**src/rtl/wb_arbiter.sv**
```systemverilog
// wb_arbiter: slot-gated Wishbone bus scheduler with sticky hold-timeout flag.
// Define WB_ARB_ROUND_ROBIN_EN for round-robin selection; otherwise lowest index wins.
module wb_arbiter #(
  parameter int COUNT       = 2,
  parameter int MAX_HOLD    = 64,
  parameter int GRANT_WIDTH = (COUNT > 1) ? $clog2(COUNT) : 1
) (
  input  logic                   wb_clock_i,
  input  logic                   wb_reset_i,
  input  logic                   arb_slot_i,
  input  logic [COUNT-1:0]       wbc_cycle_i,
  output logic [GRANT_WIDTH-1:0] grant_o,
  output logic                   grant_valid_o,
  output logic [GRANT_WIDTH-1:0] last_grant_o,
  output logic                   hold_timeout_o,
  input  logic                   timeout_clear_i
);
  localparam int HW = $clog2(MAX_HOLD + 1);
  typedef enum logic {IDLE, OWNED} state_e;
  state_e                 state_q;
  logic [GRANT_WIDTH-1:0] grant_q, last_q, win_d;
  logic                   valid_q, timeout_q, hit_q;
  logic [HW-1:0]          hold_q;
`ifdef WB_ARB_ROUND_ROBIN_EN
  // Bit k of rot_d is the requester k+1 places after the previous winner.
  logic [COUNT-1:0] rot_d;
  always_comb begin
    rot_d = COUNT'({wbc_cycle_i, wbc_cycle_i} >> (int'(last_q) + 1));
    win_d = '0;
    for (int k = COUNT - 1; k >= 0; k--)
      if (rot_d[k]) win_d = GRANT_WIDTH'((int'(last_q) + 1 + k) % COUNT);
  end
`else
  always_comb begin
    win_d = '0;
    for (int k = COUNT - 1; k >= 0; k--)
      if (wbc_cycle_i[k]) win_d = GRANT_WIDTH'(k);
  end
`endif
  always_ff @(posedge wb_clock_i or posedge wb_reset_i) begin
    if (wb_reset_i) begin
      state_q   <= IDLE;
      grant_q   <= '0;
      last_q    <= GRANT_WIDTH'(COUNT - 1);
      valid_q   <= 1'b0;
      hold_q    <= '0;
      hit_q     <= 1'b0;
      timeout_q <= 1'b0;
    end else begin
      // hit_q marks the single cycle the counter sits newly at MAX_HOLD
      hit_q     <= (state_q == OWNED) && (hold_q == HW'(MAX_HOLD - 1));
      timeout_q <= hit_q || (timeout_q && !timeout_clear_i);
      if (state_q == IDLE) begin
        if (arb_slot_i && |wbc_cycle_i) begin
          state_q <= OWNED;
          grant_q <= win_d;
          last_q  <= win_d;
          valid_q <= 1'b1;
          hold_q  <= '0;
        end
      end else begin
        if (hold_q != HW'(MAX_HOLD)) hold_q <= hold_q + 1'b1;
        if (!wbc_cycle_i[grant_q]) begin
          state_q <= IDLE;
          valid_q <= 1'b0;
        end
      end
    end
  end
  assign grant_o        = grant_q;
  assign grant_valid_o  = valid_q;
  assign last_grant_o   = last_q;
  assign hold_timeout_o = timeout_q;
endmodule

```
**config.mk**
```make
export PLATFORM = sky130hd
export DESIGN_NAME = wb_arbiter
export DESIGN_NICKNAME = d
export VERILOG_FILES = /design/src/rtl/wb_arbiter.sv
export SDC_FILE = /design/constraint.sdc
export NUM_CORES = 1
export LEC_CHECK = 0
export BUFFER_PORTS_ARGS = -buffer_cell sky130_fd_sc_hd__buf_4
export CORE_AREA = 2 2 39 41
export DETAILED_ROUTE_END_ITERATION = 7
export DIE_AREA = 0 0 41 43
export GPL_TIMING_DRIVEN = 0
export PLACE_DENSITY = 0.72
export SYNTH_ARGS = -nofsm -noshare
export SYNTH_HDL_FRONTEND = slang
export SYNTH_SLANG_ARGS = --single-unit
```
**constraint.sdc**
```tcl
create_clock -name wb_clock_i -period 3.1 [get_ports wb_clock_i]
set_clock_uncertainty 0.15 [all_clocks]
set_input_delay 0.62 -clock wb_clock_i [delete_from_list [all_inputs] [get_ports wb_clock_i]]
set_output_delay 0.62 -clock wb_clock_i [all_outputs]
set_load 0.02 [all_outputs]
```
==> Word-level counts from Yosys, hierarchy flattened <==
Index checks and enable logic that the tools add are counted.
Widths: inputs -> output; s select.
{ "totals": {"reg_bits": 13, "latch_bits": 0, "mem_bits_rw": 0, "rom_bits": 0, "out_inout_bits": 4, "elab_cells": 37, "mem_count": 0} }
{ "classes": {"add_sub_neg": 1, "n_mul": 0, "div_mod_pow": 0, "n_lt_le_gt_ge": 1, "n_eq_ne": 4, "n_shift": 0, "mux": 13, "bitwise_logic": 1, "n_reduce_logical": 10} }
{ "ops": {"columns": ["op", "n"], "rows": [
  ["$mux 7", 3],
  ["$mux 1", 10],
  ["$add 7x1->7 const B", 1],
  ["$eq 7x6->1 const B", 1],
  ["$ne 7x7->1 const B", 1],
  ["$reduce_and 2->1", 3],
  ["$logic_and 1x1->1", 3],
  ["$lt 1x2->1 const B", 1],
  ["$ne 2x1->1 const B", 1],
  ["$ne 2x2->1 const B", 1],
  ["$reduce_bool 2->1", 1],
  ["$reduce_or 2->1", 1],
  ["$logic_not 1->1", 1],
  ["$logic_or 1x1->1", 1],
  ["$not 1->1", 1]
]} }

==> Logic depth before layout (Yosys ltp) <==
Gate-level depths: netlist of run 1.
{ "depth": {"word_depth": 4, "depth_mapped": 5, "mapped_depth_nobuf": 5} }

==> Worst setup path before layout of run 1 <==
No wires, ideal clock.
{ "synth_timing": {"path_type": "flip-flop to flip-flop", "startpoint": "register hold_q[0]", "endpoint": "register hold_q[0]", "t_arrival_ns": 1.428, "t_required_ns": 2.828, "setup_slack_ns": 1.400, "stages_incl_launch_ff": 6, "n_path_buf": 0, "path_cell_list": "dfrtp_1 -> inv_1 -> ha_1 -> or3b_2 -> mux2_4 -> o2111a_1"} }
{ "synth_via": {"elab_chain_len": 3, "word_cells_on_any_way": 6, "cone_classes": "add/sub (1); eq/ne (2); mux (2); reduce/logical (1)"} }
{ "synth_lines": {"columns": ["item", "line_no", "text"], "rows": [
  ["start, declared", "23", "logic [HW-1:0] hold_q;"],
  ["start signal, assigned", "62", "if (hold_q != HW'(MAX_HOLD)) hold_q <= hold_q + 1'b1;"],
  ["$add 7x1->7 or $ne 7x7->1 (tied branches)", "62", null],
  ["$mux 7 or $ne 2x1->1 (tied branches)", null, null],
  ["$mux 7 or $reduce_and 2->1 (tied branches)", null, null]
]} }
Several ways; a longest one is shown, not always the timed one. The select of a mux whose other input is x is not followed.
A chain may end at the register's enable or synchronous reset.

==> Worst setup path in the final report of run 1 <==
Same ends and word-level chain as after synthesis.

==> results of run 1 <==
## layer usage
| metal | wire, µm | vias up | track usage, % |
|---|---|---|---|
| li1 | - | 267 | - |
| met1 | 541 | 256 | 22.95 |
| met2 | 647 | 16 | 29.38 |
| met3 | 59 | 2 | 3.141 |
| met4 | 4 | 0 | 6.000 |
| met5 | 0 | - | 0 |
## cells by family after synthesis
group           Yosys count  share of synthesized area, %
compound gates           22                         22.95
mux                       3                         5.223
fa+ha+maj                 2                         3.731
buf+inv                   9                         5.038
simple gates             16                         14.37
flops                    13                         48.70
## power by group
| part | total [mW] | switching, mW | leakage, nW | internal, mW |
|---|---|---|---|---|
| clock network | 0.105 | 0.0551 | 0.0150 | 0.0498 |
| logic | 0.164 | 0.0860 | 0.193 | 0.0784 |
| registers | 0.247 | 0.0421 | 0.170 | 0.204 |
| total | 0.516 | 0.183 | 0.377 | 0.333 |
## cell usage in the layout, fill, tap and decap left out, drive strengths merged, types with 2 or more instances in the layout
cell type,instances
nand3,2
o211ai,3
o21a,2
clkbuf,6
nand2b,2
dfrtp,12
inv,7
o21ai,5
buf,9
nand4,3
a21oi,2
mux2i,2
a21o,3
nor2,2
nand2,3
ha,2
## layout make-up
class	count	share of cell area, %
Clock buffer	4	3.349
Sequential cell	13	41.63
Buffer	2	0.9569
Inverter	7	3.349
Timing Repair Buffer	9	8.612
Multi-Input combinational cell	43	39.55
Tap cell	16	2.552
## registers in the layout (all words and copies together), names as in the netlist
name and flops:
grant_valid_o 1, last_grant_o 1, grant_o 1, state_q 1, hold_timeout_o 1, hold_q 7, hit_q 1
## worst paths after layout
kind	depth (start not counted)	to	from
worst min-delay path	2	hold_q[2]	wb_reset_i
worst max-delay path	5	hold_q[0]	hold_q[0]
worst min register to register	1	hold_timeout_o	hit_q
worst max register to register	5	hold_q[0]	hold_q[0]
max in group asynchronous	2	last_grant_o	wb_reset_i
min in group wb_clock_i	1	hold_timeout_o	hit_q
## worst max-delay path: stages, from the launching register on
cell and delay (ns):
dfrtp_1 0.46, inv_1 0.09, ha_1 0.16, or3b_2 0.45, mux2_4 0.27, o2111a_1 0.12
==> reports/summary.txt, run 1 <==
DRT Wirelength -> 1.254 mm
Largest net degree at the start of global routing -> 14
Clock transition at the registers of the reported paths -> 0.08 ns
All-layer global routing usage -> 18.01%
Worst EP arrival -> 1.81 ns
Syn Area/Cell -> 10.32 µm²
Wire length per cell -> 13.34 µm
Area Overhead vs Synth -> 16.98%
Yosys reg bits -> 13
Max Cap Viol -> 0
Status -> finished, final reports clean
Post-synth top area share -> 44.78%
Cell taking the most area after synthesis -> dfrtp_1
Post-route setup TNS -> 0 ns
Final Cycle Share -> 57.92%
DRT Pass-1 Iters -> 4
Post-CTS sizing -> 0
Crit path setup slack, layout -> 1.304 ns
Detailed Route Iter0 Violations -> 9
Setup crit start kind -> flop
Placed cell areas -> 758.2 µm²
Vias in the first global route -> 530
Worst vdd rail ir drop -> 0.0003145 V
Finished Cell Area -> 784.5 µm²
Rows -> 14
Root buffer cell -> clkbuf_4
DR vias -> 541
Initial antenna violation count -> 0
Starting Density -> 48.46%
Most instantiated cells after synthesis -> 12 x dfrtp_1, 7 x inv_1, 4 x o21ai_0
Ys flop type -> dfrtp_1
Fin. Hold Viols -> 0
Register area share after synthesis -> 48.69%
Vias per cell -> 5.755
Min-Delay Path Class -> in -> async
Tot Pwr -> 0.5158 mW
Antenna viol nets, final -> 0
FF-to-FF setup slack -> 1.30 ns
Pwr Density -> 657.5 nW/µm²
Hold_buf cts -> 0
Die footprint -> 1763 µm²
DPL Wire Length -> 942.2 µm
RSZ-0062 raised after global routing -> false
Fillers -> 127
Die H -> 43 µm
Clock latency on the worst-skew pair -> 0.27 ns
H-tree levels -> 1
Worst hold margin -> 0.2156 ns
ANT cells -> 0
Post-CTS setup buffer count -> 0
Placed Cells -> 90
Slew @ Worst Pin -> 0.4936 ns
Post-synth EDFFs -> 0
Max Slew Vio Count -> 0
IO Pins -> 10
Number of synthesis warnings -> 0
Port buffer count -> 9
Unique masters post-synth -> 29
Lkg Pwr -> 0.3773 nW
Post-layout net count -> 87
Share of cells above drive strength 1 -> 20.51%
Endpoints failing setup -> 0
Max Freq -> 0.5569 GHz
Crit-path max FO -> 7
WP data required -> 3.12 ns
Util after Layout -> 56.69%
First-pass GRT wire length -> 2.152 mm
DRC Markers -> 0
GR Overflow Total -> 0
Storage cell area -> 326.6 µm²
Syn Inst Count -> 65
Top post-synthesis cells by area -> dfrtp_1 45%, dfstp_2 3.9%, inv_1 3.9%
Ys async rst share -> 100.0%
Syn Nets -> 73
Routability Congestion -> 0.7610
Die Wd -> 41 µm
Worst slack, placed -> 1.266 ns
Clock tree buffer depth -> 2
TritonCTS buffer count -> 3
Mapped Area -> 670.6 µm²
Crit. End Element -> flop
Clock sink total -> 13
Core ar. -> 1384 µm²
CTS tree -> done
Area taken by multi-input logic gates -> 310.3 µm²
Top-count cell post-synth -> dfrtp_1
Worst rel slew slack -> 67.06%
Period minus WS final -> 1.796 ns
Final Non-Filler Cells -> 94
CP Class -> reg -> reg
Note: power is estimated with default switching activity, not from simulation.
==> run 2: changes to the inputs <==
ABC_AREA = 1   (was not set)
CORE_AREA = not set   (was 2 2 39 41)
CORE_UTILIZATION = 53   (was not set)
DIE_AREA = not set   (was 0 0 41 43)
PLACE_DENSITY = 0.75   (was 0.72)
clock period = 1.7 ns   (was 3.1 ns; I/O delays follow)
==> run 2 against run 1 <==
Cell area up 5.6%. Count of clock-buffer cells in the layout unchanged. Largest power group unchanged. First-iteration DRC count unchanged. Routed wire length about the same. Power up 87%. Maximum frequency up 25%. Sequential share of layout area down 2.2 points. Synthesized area up 5.4%. Highest routed layer unchanged. Critical path depth up 4.
==> reports/summary.txt, run 2 <==
Pint -> 0.6137 mW
Clock share of power -> 19.7%
Share of cells above drive strength 1 -> 25.00%
Cell taking the most area after synthesis -> dfrtp_1
GR Overflow Total -> 0
Fin. Hold Viols -> 0
DR vias -> 564
Endpoints failing setup -> 0
Max Cap Viol -> 0
Status -> finished, final reports clean
Worst vdd rail ir drop -> 0.0007057 V
Crit-path max FO -> 9
Pwr Density -> 1167 nW/µm²
Syn Nets -> 94
DRT Wirelength -> 1.253 mm
WP data required -> 1.72 ns
Register area share after synthesis -> 46.19%
Top-count cell post-synth -> nand2_1
Die Wd -> 38.52 µm
DRC Markers -> 0
Post-route setup TNS -> 0 ns
Vias per cell -> 4.947
First-pass GRT wire length -> 2.208 mm
Crit path setup slack, layout -> 0.2624 ns
Lkg Pwr -> 0.4418 nW
Number of synthesis warnings -> 0
Most frequent cells in the layout -> 23 x nand2_1, 12 x dfrtp_1, 10 x nand3_1
Post-synth EDFFs -> 0
Clock transition at the registers of the reported paths -> 0.08 ns
Worst slack, placed -> 0.2823 ns
Clock latency on the worst-skew pair -> 0.28 ns
ANT cells -> 0
Final Cycle Share -> 84.56%
Final Non-Filler Cells -> 114
Detailed Route Iter0 Violations -> 9
Yosys reg bits -> 13
Worst EP arrival -> 1.46 ns
Period minus WS final -> 1.438 ns
Ys flop type -> dfrtp_1
Switching share of power -> 36.52%
Sequential share of power -> 45.5%
Crit. End Element -> flop
RSZ-0062 raised after global routing -> false
Routability Congestion -> 0.7819
Starting Density -> 60.36%
Worst rel slew slack -> 67.44%
Syn Area/Cell -> 8.220 µm²
Core ar. -> 1171 µm²
Antenna viol nets, final -> 0
All-layer global routing usage -> 23.34%
Die H -> 38.52 µm
Setup crit start kind -> flop
Max reg flops -> 7
Unique masters post-synth -> 22
Slew @ Worst Pin -> 0.4879 ns
Placed cell areas -> 792.0 µm²
Fillers -> 107
Post-synth top area share -> 42.48%
Initial antenna violation count -> 0
Leading cell type in the layout, fill and taps excluded -> nand2_1
Mapped Area -> 706.9 µm²
DPL Wire Length -> 897.8 µm
Syn Inst Count -> 86
Post-layout net count -> 109
Clock tree buffer depth -> 2
CTS tree -> done
H-tree levels -> 1
Rows -> 12
Largest net degree at the start of global routing -> 14
Max Slew Vio Count -> 0
Logic pwr share -> 34.8%
Die footprint -> 1484 µm²
Area Overhead vs Synth -> 17.17%
Psw -> 0.3530 mW
Max Freq -> 0.6956 GHz
Wire length per cell -> 10.99 µm
Min-Delay Path Class -> in -> reg
Clock sink total -> 13
Most instantiated cells after synthesis -> 23 x nand2_1, 12 x dfrtp_1, 10 x nand3_1, 9 x inv_1, 8 x nor2_1
Post-CTS sizing -> 0
TritonCTS buffer count -> 3
Largest Register -> hold_q
IO Pins -> 10
DRT Pass-1 Iters -> 4
Placed Cells -> 109
Root buffer cell -> clkbuf_4
Port buffer count -> 9
Top post-synthesis cells by area -> dfrtp_1 42%, nand2_1 12%, nand3_1 7.1%
Finished Cell Area -> 828.3 µm²
Vias in the first global route -> 503
Ys async rst share -> 100.0%
CP Class -> reg -> reg
run 2: per-layer routing:
layer  wire (µm)  global-route usage [%]
met5           0                       0
met4          19                   12.93
met3          42                   8.721
met2         598                   33.75
met1         593                   29.70
run 2: worst max-delay path: stages (launching register included):
cell	delay, ns
dfrtp_1	0.42
inv_1	0.09
ha_1	0.14
inv_1	0.03
nor2_1	0.10
nand3_2	0.11
nand2_4	0.13
nand2_1	0.06
nand2_1	0.05
nand2_1	0.05
run 2: cell families (layout without fill, tap and decap cells):
| group | Yosys count | in the layout | share of synthesized area [%] |
|---|---|---|---|
| simple gates | 50 | 50 | 34.34 |
| fa+ha+maj | 2 | 2 | 3.539 |
| buf+inv | 14 | 28 | 9.557 |
| compound gates | 7 | 7 | 6.370 |
| flops | 13 | 13 | 46.20 |
run 2: through the flow:
stage	power, mW	hold WS (ns)	util [%]
after detailed placement	0.7831	0.2449	67.63
after global routing	1.053	0.06176	70.73
after global placement	0.7751	0.2472	67.63
after floorplan	0.6880	0.06624	-
after CTS	0.9783	0.08645	70.73
final	0.9667	0.08551	70.73
run 2: power by group through the flow:
stage               registers (mW)  logic, mW  clock network [mW]
global route                 0.453      0.383               0.217
global placement             0.444      0.331                   0
detailed placement           0.447      0.336                   0
floorplan                    0.464      0.223                   0
finish                       0.440      0.336               0.190
CTS                          0.441      0.340               0.197
run 2: final cells by class:
cell class / count / area, µm² / area share, %
Sequential cell: 13 / 326.6 / 39.43
Multi-Input combinational cell: 59 / 312.8 / 37.76
Timing Repair Buffer: 10 / 77.57 / 9.366
Inverter: 12 / 45.04 / 5.438
Clock buffer: 4 / 26.28 / 3.172
Buffer: 2 / 22.52 / 2.719
Tap cell: 14 / 17.52 / 2.115
run 2: final timing paths:
| check | slack [ns] | cells after the start | start | to |
|---|---|---|---|---|
| setup / recovery | 0.26 | 9 | hold_q[0] | hold_q[2] |
| hold / removal | 0.09 | 2 | timeout_clear_i | hold_timeout_o |
| hold reg to reg | 0.30 | 1 | hit_q | hold_timeout_o |
| setup reg to reg | 0.26 | 9 | hold_q[0] | hold_q[2] |
| min in group asynchronous | 0.49 | 3 | wb_reset_i | hit_q |
| max in group asynchronous | 0.55 | 3 | wb_reset_i | last_grant_o |
run 2: what timing repair did:
| item | CTS | global route |
|---|---|---|
| hold endpoints to repair | 12 | 0 |
| setup buffers | 0 | 0 |
| hold buffers | 1 | 0 |
